<file path="src/rtl/arb_pkg.sv">
// Shared defaults and width helpers for the request-queue / round-robin arbiter slice.
package arb_pkg;

  localparam int ARB_WIDTH_DEF  = 8;
  localparam int DATA_WIDTH_DEF = 32;

  function automatic int clog2(input int value);
    int r;
    r = 0;
    while ((1 << r) < value) begin
      r = r + 1;
    end
    return r;
  endfunction

  // Index width that never collapses to zero bits for a single-entry range.
  function automatic int idx_width(input int n);
    return (n > 1) ? clog2(n) : 1;
  endfunction

endpackage

</file>
<file path="src/rtl/arb_sync_fifo.sv">
// Single-port synchronous FIFO: one per requester, head always visible, no bypass.
module arb_sync_fifo
  import arb_pkg::*;
#(
  parameter int DATA_WIDTH = DATA_WIDTH_DEF,
  parameter int DEPTH      = 4
) (
  input  logic                     i_clk,
  input  logic                     i_rst,
  input  logic                     i_push,
  input  logic                     i_pop,
  input  logic [DATA_WIDTH-1:0]    i_data,
  output logic [DATA_WIDTH-1:0]    o_head,
  output logic [clog2(DEPTH):0]    o_count,
  output logic                     o_full,
  output logic                     o_empty
);

  localparam int PTR_W = idx_width(DEPTH);
  localparam int CNT_W = clog2(DEPTH) + 1;

  logic [DATA_WIDTH-1:0] r_mem [DEPTH];
  logic [PTR_W-1:0]      r_wr_ptr;
  logic [PTR_W-1:0]      r_rd_ptr;
  logic [CNT_W-1:0]      r_count;
  logic                  w_push;
  logic                  w_pop;

  // A full FIFO refuses the push even when it is popped in the same cycle.
  assign w_push  = i_push & ~o_full;
  assign w_pop   = i_pop & ~o_empty;
  assign o_full  = (r_count == CNT_W'(DEPTH));
  assign o_empty = (r_count == {CNT_W{1'b0}});
  assign o_count = r_count;
  assign o_head  = r_mem[r_rd_ptr];

  always_ff @(posedge i_clk or posedge i_rst) begin
    if (i_rst) begin
      r_wr_ptr <= {PTR_W{1'b0}};
      r_rd_ptr <= {PTR_W{1'b0}};
      r_count  <= {CNT_W{1'b0}};
    end else begin
      if (w_push) begin
        r_wr_ptr <= r_wr_ptr + PTR_W'(1);
      end else begin
        r_wr_ptr <= r_wr_ptr;
      end
      if (w_pop) begin
        r_rd_ptr <= r_rd_ptr + PTR_W'(1);
      end else begin
        r_rd_ptr <= r_rd_ptr;
      end
      case ({w_push, w_pop})
        2'b10:   r_count <= r_count + CNT_W'(1);
        2'b01:   r_count <= r_count - CNT_W'(1);
        default: r_count <= r_count;
      endcase
    end
  end

  always_ff @(posedge i_clk) begin
    if (w_push) begin
      r_mem[r_wr_ptr] <= i_data;
    end
  end

endmodule

</file>
<file path="src/rtl/arb_req_queue.sv">
// Per-port request queues feeding a round-robin arbiter, with a registered,
// back-pressured output stage and a sticky grant-protocol error flag.
module arb_req_queue
  import arb_pkg::*;
#(
  parameter int ARB_WIDTH  = ARB_WIDTH_DEF,
  parameter int DATA_WIDTH = DATA_WIDTH_DEF,
  parameter int FIFO_DEPTH = 4
) (
  input  logic                            i_clk,
  input  logic                            i_rst,
  input  logic [ARB_WIDTH-1:0]            i_wr_valid,
  output logic [ARB_WIDTH-1:0]            o_wr_ready,
  input  logic [ARB_WIDTH*DATA_WIDTH-1:0] i_wr_data,
  output logic [ARB_WIDTH-1:0]            o_req,
  input  logic [ARB_WIDTH-1:0]            i_grant,
  input  logic                            i_ag,
  output logic [DATA_WIDTH-1:0]           o_data,
  output logic                            o_data_valid,
  output logic [idx_width(ARB_WIDTH)-1:0] o_data_port,
  input  logic                            i_out_ready,
  output logic                            o_err
);

  localparam int PORT_W = idx_width(ARB_WIDTH);
  localparam int CNT_W  = clog2(FIFO_DEPTH) + 1;

  logic [ARB_WIDTH-1:0]            w_full;
  logic [ARB_WIDTH-1:0]            w_empty;
  logic [ARB_WIDTH-1:0]            w_push;
  logic [ARB_WIDTH-1:0]            w_pop;
  logic [ARB_WIDTH*CNT_W-1:0]      w_count;
  logic [ARB_WIDTH*DATA_WIDTH-1:0] w_heads;
  logic                            w_can_issue;
  logic                            w_onehot;
  logic                            w_grant_ok;
  logic [DATA_WIDTH-1:0]           w_sel_data;
  logic [PORT_W-1:0]               w_sel_port;

  logic [DATA_WIDTH-1:0]           r_data;
  logic [PORT_W-1:0]               r_data_port;
  logic                            r_data_valid;
  logic                            r_err;

  assign w_can_issue = ~r_data_valid | i_out_ready;

  for (genvar g = 0; g < ARB_WIDTH; g++) begin : g_port
    arb_sync_fifo #(
      .DATA_WIDTH (DATA_WIDTH),
      .DEPTH      (FIFO_DEPTH)
    ) u_fifo (
      .i_clk   (i_clk),
      .i_rst   (i_rst),
      .i_push  (w_push[g]),
      .i_pop   (w_pop[g]),
      .i_data  (i_wr_data[g*DATA_WIDTH +: DATA_WIDTH]),
      .o_head  (w_heads[g*DATA_WIDTH +: DATA_WIDTH]),
      .o_count (w_count[g*CNT_W +: CNT_W]),
      .o_full  (w_full[g]),
      .o_empty (w_empty[g])
    );

    assign w_push[g] = i_wr_valid[g] & ~w_full[g];
    assign o_req[g]  = (w_count[g*CNT_W +: CNT_W] != {CNT_W{1'b0}}) & w_can_issue;
    assign w_pop[g]  = w_grant_ok & i_grant[g] & ~w_empty[g];
  end

  assign o_wr_ready = ~w_full;

  // A grant counts only when strobed, exactly one-hot and aimed at a live request.
  assign w_onehot   = (i_grant != {ARB_WIDTH{1'b0}}) &&
                      ((i_grant & (i_grant - ARB_WIDTH'(1))) == {ARB_WIDTH{1'b0}});
  assign w_grant_ok = i_ag & w_onehot & (|(i_grant & o_req));

  always_comb begin
    w_sel_data = {DATA_WIDTH{1'b0}};
    w_sel_port = {PORT_W{1'b0}};
    for (int p = 0; p < ARB_WIDTH; p++) begin
      if (i_grant[p]) begin
        w_sel_data = w_heads[p*DATA_WIDTH +: DATA_WIDTH];
        w_sel_port = PORT_W'(p);
      end else begin
        w_sel_data = w_sel_data;
        w_sel_port = w_sel_port;
      end
    end
  end

  always_ff @(posedge i_clk or posedge i_rst) begin
    if (i_rst) begin
      r_data       <= {DATA_WIDTH{1'b0}};
      r_data_port  <= {PORT_W{1'b0}};
      r_data_valid <= 1'b0;
    end else if (w_grant_ok) begin
      r_data       <= w_sel_data;
      r_data_port  <= w_sel_port;
      r_data_valid <= 1'b1;
    end else if (i_out_ready) begin
      r_data       <= r_data;
      r_data_port  <= r_data_port;
      r_data_valid <= 1'b0;
    end else begin
      r_data       <= r_data;
      r_data_port  <= r_data_port;
      r_data_valid <= r_data_valid;
    end
  end

  always_ff @(posedge i_clk or posedge i_rst) begin
    if (i_rst) begin
      r_err <= 1'b0;
    end else if (i_ag & ~w_grant_ok) begin
      r_err <= 1'b1;
    end else begin
      r_err <= r_err;
    end
  end

  assign o_data       = r_data;
  assign o_data_port  = r_data_port;
  assign o_data_valid = r_data_valid;
  assign o_err        = r_err;

endmodule
</file>
<file path="config.mk">
export PLATFORM = sky130hd
export DESIGN_NAME = arb_req_queue
export DESIGN_NICKNAME = d
export VERILOG_FILES = /design/src/rtl/arb_pkg.sv /design/src/rtl/arb_sync_fifo.sv /design/src/rtl/arb_req_queue.sv
export SDC_FILE = /design/constraint.sdc
export NUM_CORES = 1
export LEC_CHECK = 0
export ABC_AREA = 1
export CAP_MARGIN = 20
export CORE_ASPECT_RATIO = 0.6
export CORE_MARGIN = 8
export CORE_UTILIZATION = 50
export CTS_CLUSTER_DIAMETER = 150
export CTS_CLUSTER_SIZE = 8
export DETAILED_ROUTE_END_ITERATION = 8
export GPL_TIMING_DRIVEN = 0
export PLACE_DENSITY_LB_ADDON = 0.1
export SETUP_SLACK_MARGIN = 0.5
export SYNTH_ARGS = -nofsm -noshare
export SYNTH_HDL_FRONTEND = slang
export SYNTH_SLANG_ARGS = --single-unit
</file>
<file path="constraint.sdc">
create_clock -name i_clk -period 4.8 [get_ports i_clk]
set_input_delay 1.44 -clock i_clk [delete_from_list [all_inputs] [get_ports i_clk]]
set_output_delay 1.44 -clock i_clk [all_outputs]
set_load 0.005 [all_outputs]
</file>
==> impl_metrics.tcl, run 1 <==
set metrics [dict create \
    run_status "finished, final reports clean" \
    seq_power_share 0.449 \
    mappedNetlistNets 4172 \
    h_tree_depth 4 \
    globalRoute.totalOverflow 0 \
    report.final.slew_viol_count 0 \
    final.setup.tns_ns 0 \
    area_delta_synth_final_pct 22.4 \
    synth.mux.area_fraction 0 \
    final.fill_count 7348 \
    peak_per_stage_delay_on_the_critical_path_ns 0.68 \
    worst_setup_path_start_kind "primary input" \
    multi_input_gate_area_in_the_final_layout_um2 11100 \
    die_x_um 407 \
    synth_cells 3848 \
    worst_setup_path_startpoint "i_out_ready" \
    cts.path.max_buffers 3 \
    worst-endpoint-arrival_ns 2.76 \
    ys_seq_elements 1117 \
    post-place-ws_ns 0.106 \
    yosys.area_share.xor_xnor 0.00613 \
    cts_root_buf "sky130_fd_sc_hd__clkbuf_16" \
    synth_warnings 0 \
    routed_wire_length_per_instance_um 24.3 \
    yosysSeqAreaShare 0.723 \
    number_of_flops_mapped_to_enable_cells_by_yosys 1024 \
    io_pins 329 \
    routabilityCongestion 0.874 \
    layout_skew_ns 0.0284 \
    cp-endpoint "o_req[2]" \
    seqCellArea_um2 33100 \
    worst_setup_path_end_kind "output pin" \
    critical_path.slowest_cell "sky130_fd_sc_hd__clkdlybuf4s50_1" \
    detailedRoute.firstIterationViolations 3718 \
    synth.lib_cells_used.distinct 38 \
    nets 4690 \
    core-area_um2 91200 \
    placementRows 86 \
    peakVddDrop_mv 0.316 \
    timing.final.ws_setup_ns 0.602 \
    cellLeakagePower_nw 20.1 \
    rsz_0062_raised_after_global_routing "false" \
    intPower_mw 20.7 \
    p_sw_mw 8.85 \
    grtUsageTotal 0.267 \
    share_comb_of_total_power 0.210 \
    whs_path_depth 1 \
    clk_latency_ns 0.75 \
    max_slew_margin 0.327 \
    ys.flop_type "sky130_fd_sc_hd__edfxtp_1" \
    synthesis.area_per_instance_um2 11.9 \
    synth_compound_area_frac 0.0888 \
    number_of_nets_with_antenna_violations_after_detailed_routing 0 \
    power.share.clock 0.341 \
    ff2ff_path_depth 11 \
    yosys.area_share.adder 0.0144 \
    criticalPathCategory "in -> out" \
    share_of_the_cycle_needed_by_the_critical_path_after_routing 0.874 \
    dieHeight_um 250 \
    routed_via_density 5.55 \
    holdBufCountCts 0 \
    path_cells "clkdlybuf4s15_2 -> nor2_4 -> a31oi_1 -> clkdlybuf4s50_1" \
    synth_largest_area_cell "sky130_fd_sc_hd__edfxtp_1" \
    timing.rr.end "g_port[6].u_fifo.r_rd_ptr[1]" \
    synthSimpleGateAreaFrac 0.128 \
    max_cap_violations 0 \
    synth_async_sr_flop_share 0.0833 \
    min_period_ns 4.20 \
    grt_pass1_vias 29932 \
    mostFrequentLayoutCells "1,024 x sky130_fd_sc_hd__edfxtp_1, 626 x sky130_fd_sc_hd__nand2_1, 547 x sky130_fd_sc_hd__nor2_1" \
    grt_start_max_net_pins 57 \
    hold-worst-slack_ns 0.470 \
    netlist_area_um2 45800 \
    die_area_um2 102000 \
    worstHoldStart "g_port[7].u_fifo.o_count[0]" \
    worstPathRequired_ns 3.36 \
    p_sw_frac 0.300 \
    1st_pass_router_iterations 6 \
    power.density_cell_area_nw_per_um2 528 \
    detail_route.drc_violations 0 \
    cts_tree "done" \
    wirelength_um 138000 \
    report.final.setup_viol 0 \
    cts_inserted_buffers 157 \
    final_hold_viol_count 0 \
    number_of_buffers_added_on_ports 324 \
    worst_max_slew_pin_slew_ns 1.01 \
    crit_path_max_fanout 5 \
    number_of_antenna_violations_at_the_first_check_in_global_routing 23 \
    report.power.total_mw 29.6 \
    place_hpwl_um 97600 \
    most_common_library_cell_in_the_layout_ignoring_fill_and_taps "sky130_fd_sc_hd__edfxtp_1" \
    reg2reg_slack_ns 1.72 \
    timing.hold.worst.class "reg -> reg" \
    grt_first_pass_wirelength_um 200000 \
    num_vias 31588 \
    post_route_cells_drive_above_1_share 0.0684 \
    regToRegStartpoint "o_data_valid" \
    clock-sinks 1117 \
    largest_family_of_logic_cells_by_synthesized_area "simple AND/OR/NAND/NOR gates" \
    synth_top_cells_by_area "sky130_fd_sc_hd__edfxtp_1 67%, sky130_fd_sc_hd__o21ai_0 5.3%, sky130_fd_sc_hd__nand2_1 5.1%" \
    max_freq_mhz 238 \
    clk_pin_slew_worst_paths_ns 0.05 \
    yosys.area.top_type_share 0.672 \
    initial_standard_cell_utilization_of_the_core 0.501 \
]
## routing by layer
metal  global-route usage  vias up  wire, um
met5                    0        -        78
met4               0.0838       14      3600
met3               0.0753      185     14800
met2                0.382     1452     59600
met1                0.395    15376     60000
li1                     -    14561         -
## power groups by stage
stage	clock network [mW]	registers (mW)	logic (mW)
floorplan	0	13.4	3.17
global placement	0	13.6	5.54
detailed placement	0	13.4	6.15
CTS	10.2	13.3	6.18
global route	10.6	13.4	6.78
finish	10.1	13.3	6.21
## final cells by class
type	instances	share of cell area
flip-flops and latches	1117	0.591
multi-input cells	2261	0.198
clock buffers	223	0.0757
repair buffers	358	0.0710
well taps	1232	0.0275
inverters	255	0.0172
plain buffers	216	0.0157
clock inverters	13	0.00308
diodes	14	0.000626
## Yosys cell counts (6+ instances only)
cell	number
sky130_fd_sc_hd__o211ai_1	10
sky130_fd_sc_hd__edfxtp_1	1024
sky130_fd_sc_hd__xnor2_1	9
sky130_fd_sc_hd__xor2_1	23
sky130_fd_sc_hd__a21oi_1	89
sky130_fd_sc_hd__inv_1	246
sky130_fd_sc_hd__ha_1	40
sky130_fd_sc_hd__fa_1	8
sky130_fd_sc_hd__o21ai_0	489
sky130_fd_sc_hd__inv_2	6
sky130_fd_sc_hd__nand4_1	43
sky130_fd_sc_hd__buf_1	27
sky130_fd_sc_hd__dfrtp_1	93
sky130_fd_sc_hd__nand3_1	146
sky130_fd_sc_hd__nor2_2	10
sky130_fd_sc_hd__o221ai_1	37
sky130_fd_sc_hd__a31oi_1	7
sky130_fd_sc_hd__buf_2	28
sky130_fd_sc_hd__o22ai_1	109
sky130_fd_sc_hd__nand2_1	626
sky130_fd_sc_hd__nor2_1	579
sky130_fd_sc_hd__clkbuf_1	155
sky130_fd_sc_hd__nand3b_1	20
## through the flow
step                area [um^2]   util  std cells
finish                    56000  0.614       5689
global route              56000  0.613       5680
CTS                       56000  0.613       5675
detailed placement        51500  0.565       5438
global placement          50500  0.554       5404
floorplan                 45800      -       3848
## critical path, delay by kind of cell
family / cells / cell delay (ns)
compound gates: 1 / 0.23
buf+inv: 2 / 0.97
simple gates: 1 / 0.10
## sequential cells by signal (all words and copies together) (netlist names)
name,flops
o_data_port,3
o_data,32
g_port.u_fifo.r_mem,1024
o_err,1
g_port.u_fifo.r_wr_ptr,16
o_data_valid,1
g_port.u_fifo.o_count,24
g_port.u_fifo.r_rd_ptr,16
## timing repair
| action | CTS | global route |
|---|---|---|
| gates resized for setup | 8 | 0 |
| endpoints found under the setup margin | 8 | 0 |
| buffers inserted | 0 | 0 |
## cell families (layout without fill, tap and decap cells)
| group | Yosys count | in the layout |
|---|---|---|
| buf+inv | 471 | 1065 |
| fa+ha+maj | 48 | 48 |
| xor+xnor | 32 | 32 |
| compound gates | 747 | 747 |
| simple gates | 1433 | 1434 |
| flops | 1117 | 1117 |
| other cells | 0 | 14 |
## worst min path at each step
stage,endpoint,slack [ns]
floorplan,g_port[0].u_fifo.o_count[0],0.45
global placement,g_port[4].u_fifo.o_count[0],0.46
detailed placement,g_port[5].u_fifo.o_count[0],0.46
CTS,g_port[7].u_fifo.o_count[0],0.47
global route,g_port[0].u_fifo.o_count[0],0.49
finish,g_port[7].u_fifo.o_count[0],0.47
(Power assumes the default switching activity.)
==> inputs of run 2 (changes only) <==
--- a/config.mk
+++ b/config.mk
@@ -7,12 +7,15 @@
 export LEC_CHECK = 0
 export ABC_AREA = 1
 export CAP_MARGIN = 20
+export CELL_PAD_IN_SITES_DETAIL_PLACEMENT = 1
+export CELL_PAD_IN_SITES_GLOBAL_PLACEMENT = 2
 export CORE_ASPECT_RATIO = 0.6
 export CORE_MARGIN = 8
-export CORE_UTILIZATION = 50
+export CORE_UTILIZATION = 40
 export CTS_CLUSTER_DIAMETER = 150
 export CTS_CLUSTER_SIZE = 8
 export DETAILED_ROUTE_END_ITERATION = 8
+export GPL_ROUTABILITY_DRIVEN = 0
 export GPL_TIMING_DRIVEN = 0
 export PLACE_DENSITY_LB_ADDON = 0.1
 export SETUP_SLACK_MARGIN = 0.5
==> impl_metrics.tcl, run 2 (synthesis results as in run 1) <==
set metrics [dict create \
    post-place-ws_ns -0.111 \
    layout_skew_ns 0.0231 \
    peakVddDrop_mv 0.303 \
    num_vias 31452 \
    timing.rr.end "o_data[25]" \
    run_status "finished, final reports clean" \
    die_area_um2 126000 \
    clk_pin_slew_worst_paths_ns 0.05 \
    worst_setup_path_end_kind "output pin" \
    ff2ff_path_depth 14 \
    h_tree_depth 4 \
    core-area_um2 114000 \
    place_hpwl_um 113000 \
    rsz_0062_raised_after_global_routing "false" \
    regMostFlops "g_port.u_fifo.r_mem" \
    clock-sinks 1117 \
    largest_reg_flops 1024 \
    number_of_buffers_added_on_ports 324 \
    area_delta_synth_final_pct 23.2 \
    report.final.slew_viol_count 0 \
    max_cap_violations 0 \
    share_of_the_cycle_needed_by_the_critical_path_after_routing 0.884 \
    clk_latency_ns 0.75 \
    placementRows 96 \
    routed_wire_length_per_instance_um 26.3 \
    grt_pass1_vias 32222 \
    cellLeakagePower_nw 20.1 \
    postCtsSetupRepairBufs 0 \
    max_freq_mhz 236 \
    regToRegStartpoint "g_port[1].u_fifo.r_rd_ptr[1]" \
    grt_start_max_net_pins 78 \
    wirelength_um 157000 \
    die_x_um 453 \
    routed_via_density 5.27 \
    worstHoldEndpoint "o_err" \
    reg2reg_slack_ns 1.48 \
    criticalPathCategory "in -> out" \
    detailedRoute.firstIterationViolations 2607 \
    1st_pass_router_iterations 5 \
    worst_setup_path_startpoint "i_out_ready" \
    nets 4691 \
    grt_first_pass_wirelength_um 224000 \
    worstHoldStart "o_err" \
    cts_root_buf "sky130_fd_sc_hd__clkbuf_16" \
    whs_path_depth 1 \
    io_pins 329 \
    cts_tree "done" \
    number_of_antenna_violations_at_the_first_check_in_global_routing 22 \
    post-route-util 0.495 \
    dieHeight_um 278 \
    peak_per_stage_delay_on_the_critical_path_ns 0.58 \
    mostFrequentLayoutCells "1,024 x sky130_fd_sc_hd__edfxtp_1, 626 x sky130_fd_sc_hd__nand2_1, 546 x sky130_fd_sc_hd__nor2_1" \
    min_period_ns 4.24 \
    critical_path.slowest_cell "sky130_fd_sc_hd__clkdlybuf4s50_1" \
    worst_max_slew_pin_slew_ns 1.22 \
    power.density_cell_area_nw_per_um2 531 \
    crit_path_max_fanout 5 \
    grtUsageTotal 0.243 \
    final_hold_viol_count 0 \
    path_cells "clkdlybuf4s15_2 -> nor2_4 -> a31oi_2 -> clkdlybuf4s50_1" \
    globalRoute.totalOverflow 0 \
    detail_route.drc_violations 0 \
    initial_standard_cell_utilization_of_the_core 0.402 \
    timing.final.ws_setup_ns 0.556 \
    hold-worst-slack_ns 0.466 \
    timing.hold.worst.class "reg -> reg" \
    report.final.setup_viol 0 \
    most_common_library_cell_in_the_layout_ignoring_fill_and_taps "sky130_fd_sc_hd__edfxtp_1" \
    worst-endpoint-arrival_ns 2.80 \
    number_of_nets_with_antenna_violations_after_detailed_routing 0 \
    cts.path.max_buffers 3 \
    cts_inserted_buffers 157 \
    post_route_cells_drive_above_1_share 0.0685 \
    max_slew_margin 0.178 \
    worstPathRequired_ns 3.36 \
    worst_setup_path_start_kind "primary input" \
]
-- run 2: cell count changes in the layout (fill, tap and decap cells not counted) --
cell	previous run	this run
sky130_fd_sc_hd__nor2_4	33	34
sky130_fd_sc_hd__diode_2	14	15
sky130_fd_sc_hd__clkbuf_16	160	164
sky130_fd_sc_hd__a31oi_4	0	1
sky130_fd_sc_hd__clkinv_16	1	0
sky130_fd_sc_hd__nor2_1	547	546
sky130_fd_sc_hd__clkbuf_1	218	212
sky130_fd_sc_hd__clkinv_8	4	1
sky130_fd_sc_hd__a31oi_1	4	3
sky130_fd_sc_hd__clkbuf_4	0	1
sky130_fd_sc_hd__inv_6	7	4
-- run 2: critical path, delay by kind of cell --
family | cells | cell delay, ns
compound gates | 1 | 0.35
buf+inv | 2 | 0.89
simple gates | 1 | 0.12
-- run 2: area by class of cell --
type	instances	area [um^2]
tap	1519	1900
clock inverter	6	67.6
inverter	255	962
clock buffer	221	4320
multi-input combinational	2261	11100
antenna	15	37.5
buffer	216	880
timing repair buffer	359	3980
fill	11736	57500
sequential	1117	33100
-- run 2: metrics by stage --
step	total power [mW]	TNS [ns]	cell area, um^2	std cells
after floorplan	16.5	0	45800	3848
after CTS	30.2	0	56300	5953
after detailed placement	19.9	-0.487	51900	5725
after global routing	31.2	0	56300	5964
final	30.0	0	56400	5969
after global placement	19.4	-623.36	50900	5691
-- run 2: power by group --
part           leakage, nW  total (mW)  switching [mW]  internal, mW
sequential            10.5        13.3           0.537          12.8
clock                 2.12        10.2            4.06          6.14
combinational         7.52        6.47            4.56          1.91
total                 20.1        30.0            9.16          20.8
-- run 2: how the worst max path moves through the flow --
stage	endpoint	depth (start not counted)	slack, ns
final	o_req[4]	4	0.56
after CTS	o_req[4]	4	0.51
after detailed placement	g_port[5].u_fifo.r_rd_ptr[1]	10	-0.11
after global routing	o_req[7]	4	0.52
after global placement	g_port[5].u_fifo.r_wr_ptr[1]	2	-1.65
after floorplan	g_port[0].u_fifo.o_count[0]	1	0.94
-- run 2: routing by layer --
metal	part of all wire	vias up	GRT usage
li1	-	14561	-
met1	0.47	15825	0.355
met2	0.44	852	0.360
met3	0.069	206	0.0583
met4	0.027	8	0.0780
met5	0.00036	-	0
-- run 2: repair_timing --
item                                    in CTS  in global routing
endpoints found under the setup margin       8                  0
hold buffers                                 0                  0
endpoints found under the hold margin        0                  0
resized for setup                           12                  0
